## src/rtl/mult_div_unit.sv

```systemverilog
`default_nettype none
// =============================================================================
// Module : mult_div_unit
// Desc   : Iterative MULT/MULTU/DIV/DIVU engine owning HI/LO; also MTHI/MTLO.
//          Define MD_EARLY_TERM_EN to end a multiply once the multiplier is spent.
// Rev    : 1.0
// =============================================================================
module mult_div_unit #(
    parameter int DATA_WIDTH = 32
) (
    input  logic                  clk,
    input  logic                  reset,
    input  logic                  Start,
    input  logic [2:0]            MDOperation,
    input  logic [DATA_WIDTH-1:0] A,
    input  logic [DATA_WIDTH-1:0] B,
    output logic                  Busy,
    output logic                  Done,
    output logic                  DivByZero,
    output logic [DATA_WIDTH-1:0] HI,
    output logic [DATA_WIDTH-1:0] LO
);
    localparam int               c_CNT_W    = $clog2(DATA_WIDTH);
    localparam logic [c_CNT_W-1:0] c_LAST   = c_CNT_W'(DATA_WIDTH - 1);
    localparam logic [2:0]       c_OP_MULT  = 3'b000;
    localparam logic [2:0]       c_OP_MULTU = 3'b001;
    localparam logic [2:0]       c_OP_DIV   = 3'b010;
    localparam logic [2:0]       c_OP_DIVU  = 3'b011;
    localparam logic [2:0]       c_OP_MTHI  = 3'b100;
    localparam logic [2:0]       c_OP_MTLO  = 3'b101;

    typedef enum logic [1:0] {
        S_IDLE   = 2'd0,
        S_MUL    = 2'd1,
        S_DIV    = 2'd2,
        S_FINISH = 2'd3
    } state_t;

    state_t                      r_state;
    state_t                      w_state_next;
    logic [c_CNT_W-1:0]          r_cnt;
    logic                        r_is_mul;
    logic                        r_neg_q;
    logic                        r_neg_r;
    logic                        r_dbz_pend;
    logic [2*DATA_WIDTH-1:0]     r_mcand;
    logic [2*DATA_WIDTH-1:0]     r_acc;
    logic [DATA_WIDTH-1:0]       r_mplier;
    logic [DATA_WIDTH-1:0]       r_quo;
    logic [DATA_WIDTH-1:0]       r_rem;
    logic [DATA_WIDTH-1:0]       r_div;
    logic [DATA_WIDTH-1:0]       r_hi;
    logic [DATA_WIDTH-1:0]       r_lo;
    logic                        r_done;
    logic                        r_dbz;

    logic                        w_accept;
    logic                        w_is_mul;
    logic                        w_is_div;
    logic                        w_signed;
    logic                        w_a_neg;
    logic                        w_b_neg;
    logic [DATA_WIDTH-1:0]       w_a_mag;
    logic [DATA_WIDTH-1:0]       w_b_mag;
    logic [DATA_WIDTH-1:0]       w_mplier_next;
    logic                        w_last;
    logic                        w_mul_exit;
    logic [DATA_WIDTH:0]         w_rem_shift;
    logic [DATA_WIDTH:0]         w_rem_diff;
    logic [2*DATA_WIDTH-1:0]     w_prod;
    logic [DATA_WIDTH-1:0]       w_quo_res;
    logic [DATA_WIDTH-1:0]       w_rem_res;

    assign w_accept = (r_state == S_IDLE) && Start && (MDOperation <= c_OP_MTLO);
    assign w_is_mul = (MDOperation == c_OP_MULT) || (MDOperation == c_OP_MULTU);
    assign w_is_div = (MDOperation == c_OP_DIV)  || (MDOperation == c_OP_DIVU);
    assign w_signed = (MDOperation == c_OP_MULT) || (MDOperation == c_OP_DIV);
    assign w_a_neg  = w_signed && A[DATA_WIDTH-1];
    assign w_b_neg  = w_signed && B[DATA_WIDTH-1];
    assign w_a_mag  = w_a_neg ? -A : A;
    assign w_b_mag  = w_b_neg ? -B : B;

    assign w_mplier_next = r_mplier >> 1;
    assign w_last        = (r_cnt == c_LAST);
`ifdef MD_EARLY_TERM_EN
    assign w_mul_exit    = w_last || (w_mplier_next == '0);
`else
    assign w_mul_exit    = w_last;
`endif

    // Restoring step: bit DATA_WIDTH of the difference is the borrow (trial failed)
    assign w_rem_shift = {r_rem, r_quo[DATA_WIDTH-1]};
    assign w_rem_diff  = w_rem_shift - {1'b0, r_div};

    assign w_prod    = r_neg_q ? -r_acc : r_acc;
    assign w_quo_res = r_neg_q ? -r_quo : r_quo;
    assign w_rem_res = r_neg_r ? -r_rem : r_rem;

    always_ff @(posedge clk or negedge reset) begin
        if (!reset) r_state <= S_IDLE;
        else        r_state <= w_state_next;
    end

    always_comb begin
        w_state_next = r_state;
        unique case (r_state)
            S_IDLE: begin
                if (w_accept && w_is_mul)      w_state_next = S_MUL;
                else if (w_accept && w_is_div) w_state_next = (B == '0) ? S_FINISH : S_DIV;
            end
            S_MUL:    if (w_mul_exit) w_state_next = S_FINISH;
            S_DIV:    if (w_last)     w_state_next = S_FINISH;
            S_FINISH: w_state_next = S_IDLE;
            default:  w_state_next = S_IDLE;
        endcase
    end

    always_ff @(posedge clk or negedge reset) begin
        if (!reset) begin
            r_cnt      <= '0;
            r_is_mul   <= 1'b0;
            r_neg_q    <= 1'b0;
            r_neg_r    <= 1'b0;
            r_dbz_pend <= 1'b0;
            r_mcand    <= '0;
            r_acc      <= '0;
            r_mplier   <= '0;
            r_quo      <= '0;
            r_rem      <= '0;
            r_div      <= '0;
            r_hi       <= '0;
            r_lo       <= '0;
            r_done     <= 1'b0;
            r_dbz      <= 1'b0;
        end else begin
            r_done <= 1'b0;
            unique case (r_state)
                S_IDLE: begin
                    if (w_accept) begin
                        r_dbz      <= 1'b0;
                        r_cnt      <= '0;
                        r_is_mul   <= w_is_mul;
                        r_neg_q    <= w_a_neg ^ w_b_neg;
                        r_neg_r    <= w_a_neg;
                        r_dbz_pend <= w_is_div && (B == '0);
                        r_mcand    <= {{DATA_WIDTH{1'b0}}, w_a_mag};
                        r_acc      <= '0;
                        r_mplier   <= w_b_mag;
                        r_quo      <= w_a_mag;
                        r_rem      <= '0;
                        r_div      <= w_b_mag;
                        if (MDOperation == c_OP_MTHI) begin
                            r_hi   <= A;
                            r_done <= 1'b1;
                        end
                        if (MDOperation == c_OP_MTLO) begin
                            r_lo   <= A;
                            r_done <= 1'b1;
                        end
                    end
                end
                S_MUL: begin
                    if (r_mplier[0]) r_acc <= r_acc + r_mcand;
                    r_mcand  <= r_mcand << 1;
                    r_mplier <= w_mplier_next;
                    r_cnt    <= r_cnt + 1'b1;
                end
                S_DIV: begin
                    r_rem <= w_rem_diff[DATA_WIDTH] ? w_rem_shift[DATA_WIDTH-1:0]
                                                    : w_rem_diff[DATA_WIDTH-1:0];
                    r_quo <= {r_quo[DATA_WIDTH-2:0], ~w_rem_diff[DATA_WIDTH]};
                    r_cnt <= r_cnt + 1'b1;
                end
                S_FINISH: begin
                    r_done <= 1'b1;
                    if (r_dbz_pend) begin
                        r_dbz <= 1'b1;
                    end else if (r_is_mul) begin
                        {r_hi, r_lo} <= w_prod;
                    end else begin
                        r_hi <= w_rem_res;
                        r_lo <= w_quo_res;
                    end
                end
                default: ;
            endcase
        end
    end

    assign Busy      = (r_state != S_IDLE);
    assign Done      = r_done;
    assign DivByZero = r_dbz;
    assign HI        = r_hi;
    assign LO        = r_lo;

endmodule
`default_nettype wire

```

## config.mk

```make
export PLATFORM = sky130hd
export DESIGN_NAME = mult_div_unit
export DESIGN_NICKNAME = d
export VERILOG_FILES = /design/src/rtl/mult_div_unit.sv
export SDC_FILE = /design/constraint.sdc
export NUM_CORES = 1
export LEC_CHECK = 0
export BUFFER_PORTS_ARGS = -buffer_cell sky130_fd_sc_hd__buf_2
export CORE_ASPECT_RATIO = 0.7
export CORE_MARGIN = 3
export CORE_UTILIZATION = 45
export CTS_CLUSTER_SIZE = 16
export DETAILED_ROUTE_END_ITERATION = 7
export GPL_ROUTABILITY_DRIVEN = 1
export PLACE_DENSITY = 0.6
export SYNTH_ARGS = -nofsm -noshare
export SYNTH_HDL_FRONTEND = slang
export SYNTH_SLANG_ARGS = --single-unit
```

## constraint.sdc

```tcl
create_clock -name clk -period 4.5 [get_ports clk]
set_input_delay 0.45 -clock clk [delete_from_list [all_inputs] [get_ports clk]]
set_output_delay 0.45 -clock clk [all_outputs]
set_load 0.05 [all_outputs]
```

==> impl_metrics.yaml <==
sta:
  min_period_ps: 4200
  tightest_slew_ps: 1330
  setup_viol: 0
  rsz0062_at_grt: "no"
  setup-tns-final_ps: 0
  hold_violations: 0
  slew_violations: 0
  fmax_mhz: 238
  fin_crit_sh_pct: 93.4
  relSlewSlack_pct: 11.3
  clock_skew_ps: 35.1
pwr:
  power.leakage_nw: 12.1
  ir_drop_uv: 557
  power.density_nw_per_um2: 841
routing:
  drcViolationCount: 0
  wl_per_cell_um: 24.1
  dr.first_iter.drc_count: 2735
  antenna_left: 0
  wirelength_mm: 90.7
  via_per_inst: 6.25
  firstDrtPassIters: 6
  vias: 23500
worst_setup_path:
  worstSetupEndpointType: "flop"
  cp_max_fo: 6
  required_ps: 4980
  reg2reg_slack_ps: 300
  timing.rr.start: "r_acc[1]"
  r2r-end: "HI[14]"
  arrival_ps: 4690
  r2r_cells: 11
  setup.worst_path.class: "reg2reg"
  cp-start-kind: "flop"
layout:
  nFillCells: 5029
  drive_gt1_share_pct: 10.0
  fin_util_pct: 51.3
  nNetsFinal: 3220
  syn_to_final_growth_pct: 12.3
grt:
  grt_max_degree: 90
  grt_pass1_wl_mm: 137
  gr-usage-all-layers_pct: 32.0
  grt_pass1_vias: 21500
  antenna_found_initial: 3
  grt-ovfl-total: 0
floorplanning:
  die_h_um: 199
  start_util_pct: 45.7
  rows: 70
  core_um2: 52400
  die_x_um: 282
  dieArea_um2: 56000
  ioPinCount: 137
logic_synthesis:
  async_flop_share_pct: 100
  syn_area_per_cell_um2: 8.05
  ys_seq_area_share_pct: 34.8
  synth_cells: 2972
  yosysMostFrequentCell: "nand2_1"
  synthTopCellsByArea: "dfrtp_1 (35%), o21ai_0 (7.7%), nand2_1 (6.9%)"
  synth_enable_flop_cells: 0
  yosysTopAreaCell: "dfrtp_1"
  yosys_most_used_dff: "dfrtp_1"
  synth-seq-cells: 333
  synth_top_area_share_pct: 34.8
  synth.distinct_cells: 79
  synth_fp_nets: 3150
  synthTopCellsByCount: "nand2_1 (438), o21ai_0 (370), dfrtp_1 (333)"
  syn_area_um2: 23900
  yosysWarnings: 0
clock_tree:
  numCtsBuffers: 39
  clockBufferDepth: 3
  clock-root-buffer: "clkbuf_16"
  post-cts-setup-buffers: 0
  clk_pin_slew_ps: 60
  cts_max_level: 2
  clk_latency_ps: 580
  clock_sinks: 333
  cts_tree: "yes"
worst_hold_path:
  hold_start: "MDOperation[1]"
  min_path_type: "in2reg"
  min_to: "r_dbz_pend"
  hold-path-cell-count: 3
placement:
  gp_congestion: 0.980
  place_hpwl_mm: 69.3
  port_buffers: 136
status:
  status: "finished, final reports clean"
flow_run:
  maxCapViolations: 0
-- worst max-delay path by stage --
stage                         from        end  slack, ps  cells past startpoint
final                     r_acc[1]     HI[14]        300                     11
after global routing      r_acc[1]     HI[16]         20                     12
after CTS                 r_acc[1]     HI[14]        330                     11
after detailed placement  r_acc[1]     HI[14]        390                     11
after global placement    r_acc[1]     HI[14]        420                     11
after floorplan           r_rem[6]  r_rem[10]       1010                     12
-- through the flow --
stage | area (µm²) | power, mW | cells | worst slack, ps | hold WS [ps]
after floorplan | 23900 | 14.4 | 2972 | 1010 | 154
after global placement | 25500 | 18.7 | 3684 | 415 | 456
after detailed placement | 25500 | 18.8 | 3684 | 387 | 468
after CTS | 26900 | 22.4 | 3755 | 332 | 223
after global routing | 26900 | 24.1 | 3755 | 16.7 | 263
final | 26900 | 22.6 | 3756 | 297 | 262
-- layer usage --
layer	routed length [µm]	track usage (%)	vias up	part of all wire (%)
met5	0	0	-	0
met4	1870	7.10	0	2.1
met3	8950	6.90	108	9.9
met2	35700	43.4	1094	39
met1	44200	50.9	11500	49
li1	-	-	10800	-
-- critical path, cell delays in order, from the launching register on --
cell and delay [ps]:
dfrtp_1 440, inv_1 130, ha_1 210, or4b_1 520
or4b_1 620, or3_1 500, or2_1 330, o41ai_1 330
xor2_1 160, a21oi_1 520, a21oi_1 140, o21ai_0 200
-- cells by family (layout without fill, tap and decap cells) --
group | Yosys count | after routing | synth area share, %
other | 0 | 1 | 0
adder cells (fa/ha/maj) | 108 | 108 | 5.71
multiplexers | 56 | 56 | 2.40
buffers and inverters | 258 | 357 | 4.09
AO/OA/AOI/OAI | 1012 | 1012 | 25.5
XOR/XNOR | 261 | 261 | 9.55
AND/OR/NAND/NOR | 944 | 944 | 17.9
flip-flops | 333 | 333 | 34.8
-- where the power goes --
group          internal [mW]  total (mW)  switching, mW
logic                   4.45        13.5           9.02
registers               4.16        5.65           1.49
clock network           2.10        3.48           1.38
total                   10.7        22.6           11.9
-- repair_timing --
item,4_1_cts,5_1_grt
resized for setup,0,0
hold buffers,1,0
endpoints found under the hold margin,85,0
-- placed cells by master, fill, tap and decap left out, types with 21 or more instances in the layout --
master / count
nand3_1: 49
nor2b_1: 26
buf_2: 135
or4_1: 21
nand2_1: 437
a21o_1: 54
o31ai_1: 46
a21oi_1: 295
o41ai_1: 23
xnor2_1: 140
o21ai_0: 370
nor4_1: 22
xor2_1: 120
dfrtp_1: 331
a22o_1: 36
ha_1: 103
buf_4: 59
nand4_1: 35
or3_1: 29
nor3_1: 44
inv_1: 84
nor2_1: 197
mux2i_1: 53
a211oi_1: 23
clkbuf_16: 41
-- flip-flops by register name, summed over array words and instances, names as in the netlist --
| name | count |
|---|---|
| r_is_mul | 1 |
| r_mplier | 32 |
| r_dbz_pend | 1 |
| DivByZero | 1 |
| HI | 32 |
| r_neg_r | 1 |
| r_neg_q | 1 |
| r_mcand | 64 |
| r_quo | 32 |
| r_cnt | 5 |
| r_div | 32 |
| LO | 32 |
| r_rem | 32 |
| Done | 1 |
| r_acc | 64 |
| r_state | 2 |
-- area by class of cell --
type	instances	area, µm²	share of cell area (%)
Timing Repair Buffer	201	1240	4.63
Tap cell	684	856	3.19
Multi-Input combinational cell	2381	14700	54.9
Clock inverter	12	185	0.689
Antenna cell	1	2.50	0.00931
Clock buffer	58	1180	4.39
Inverter	86	323	1.20
Sequential cell	333	8340	31.0
(Power assumes the default switching activity.)
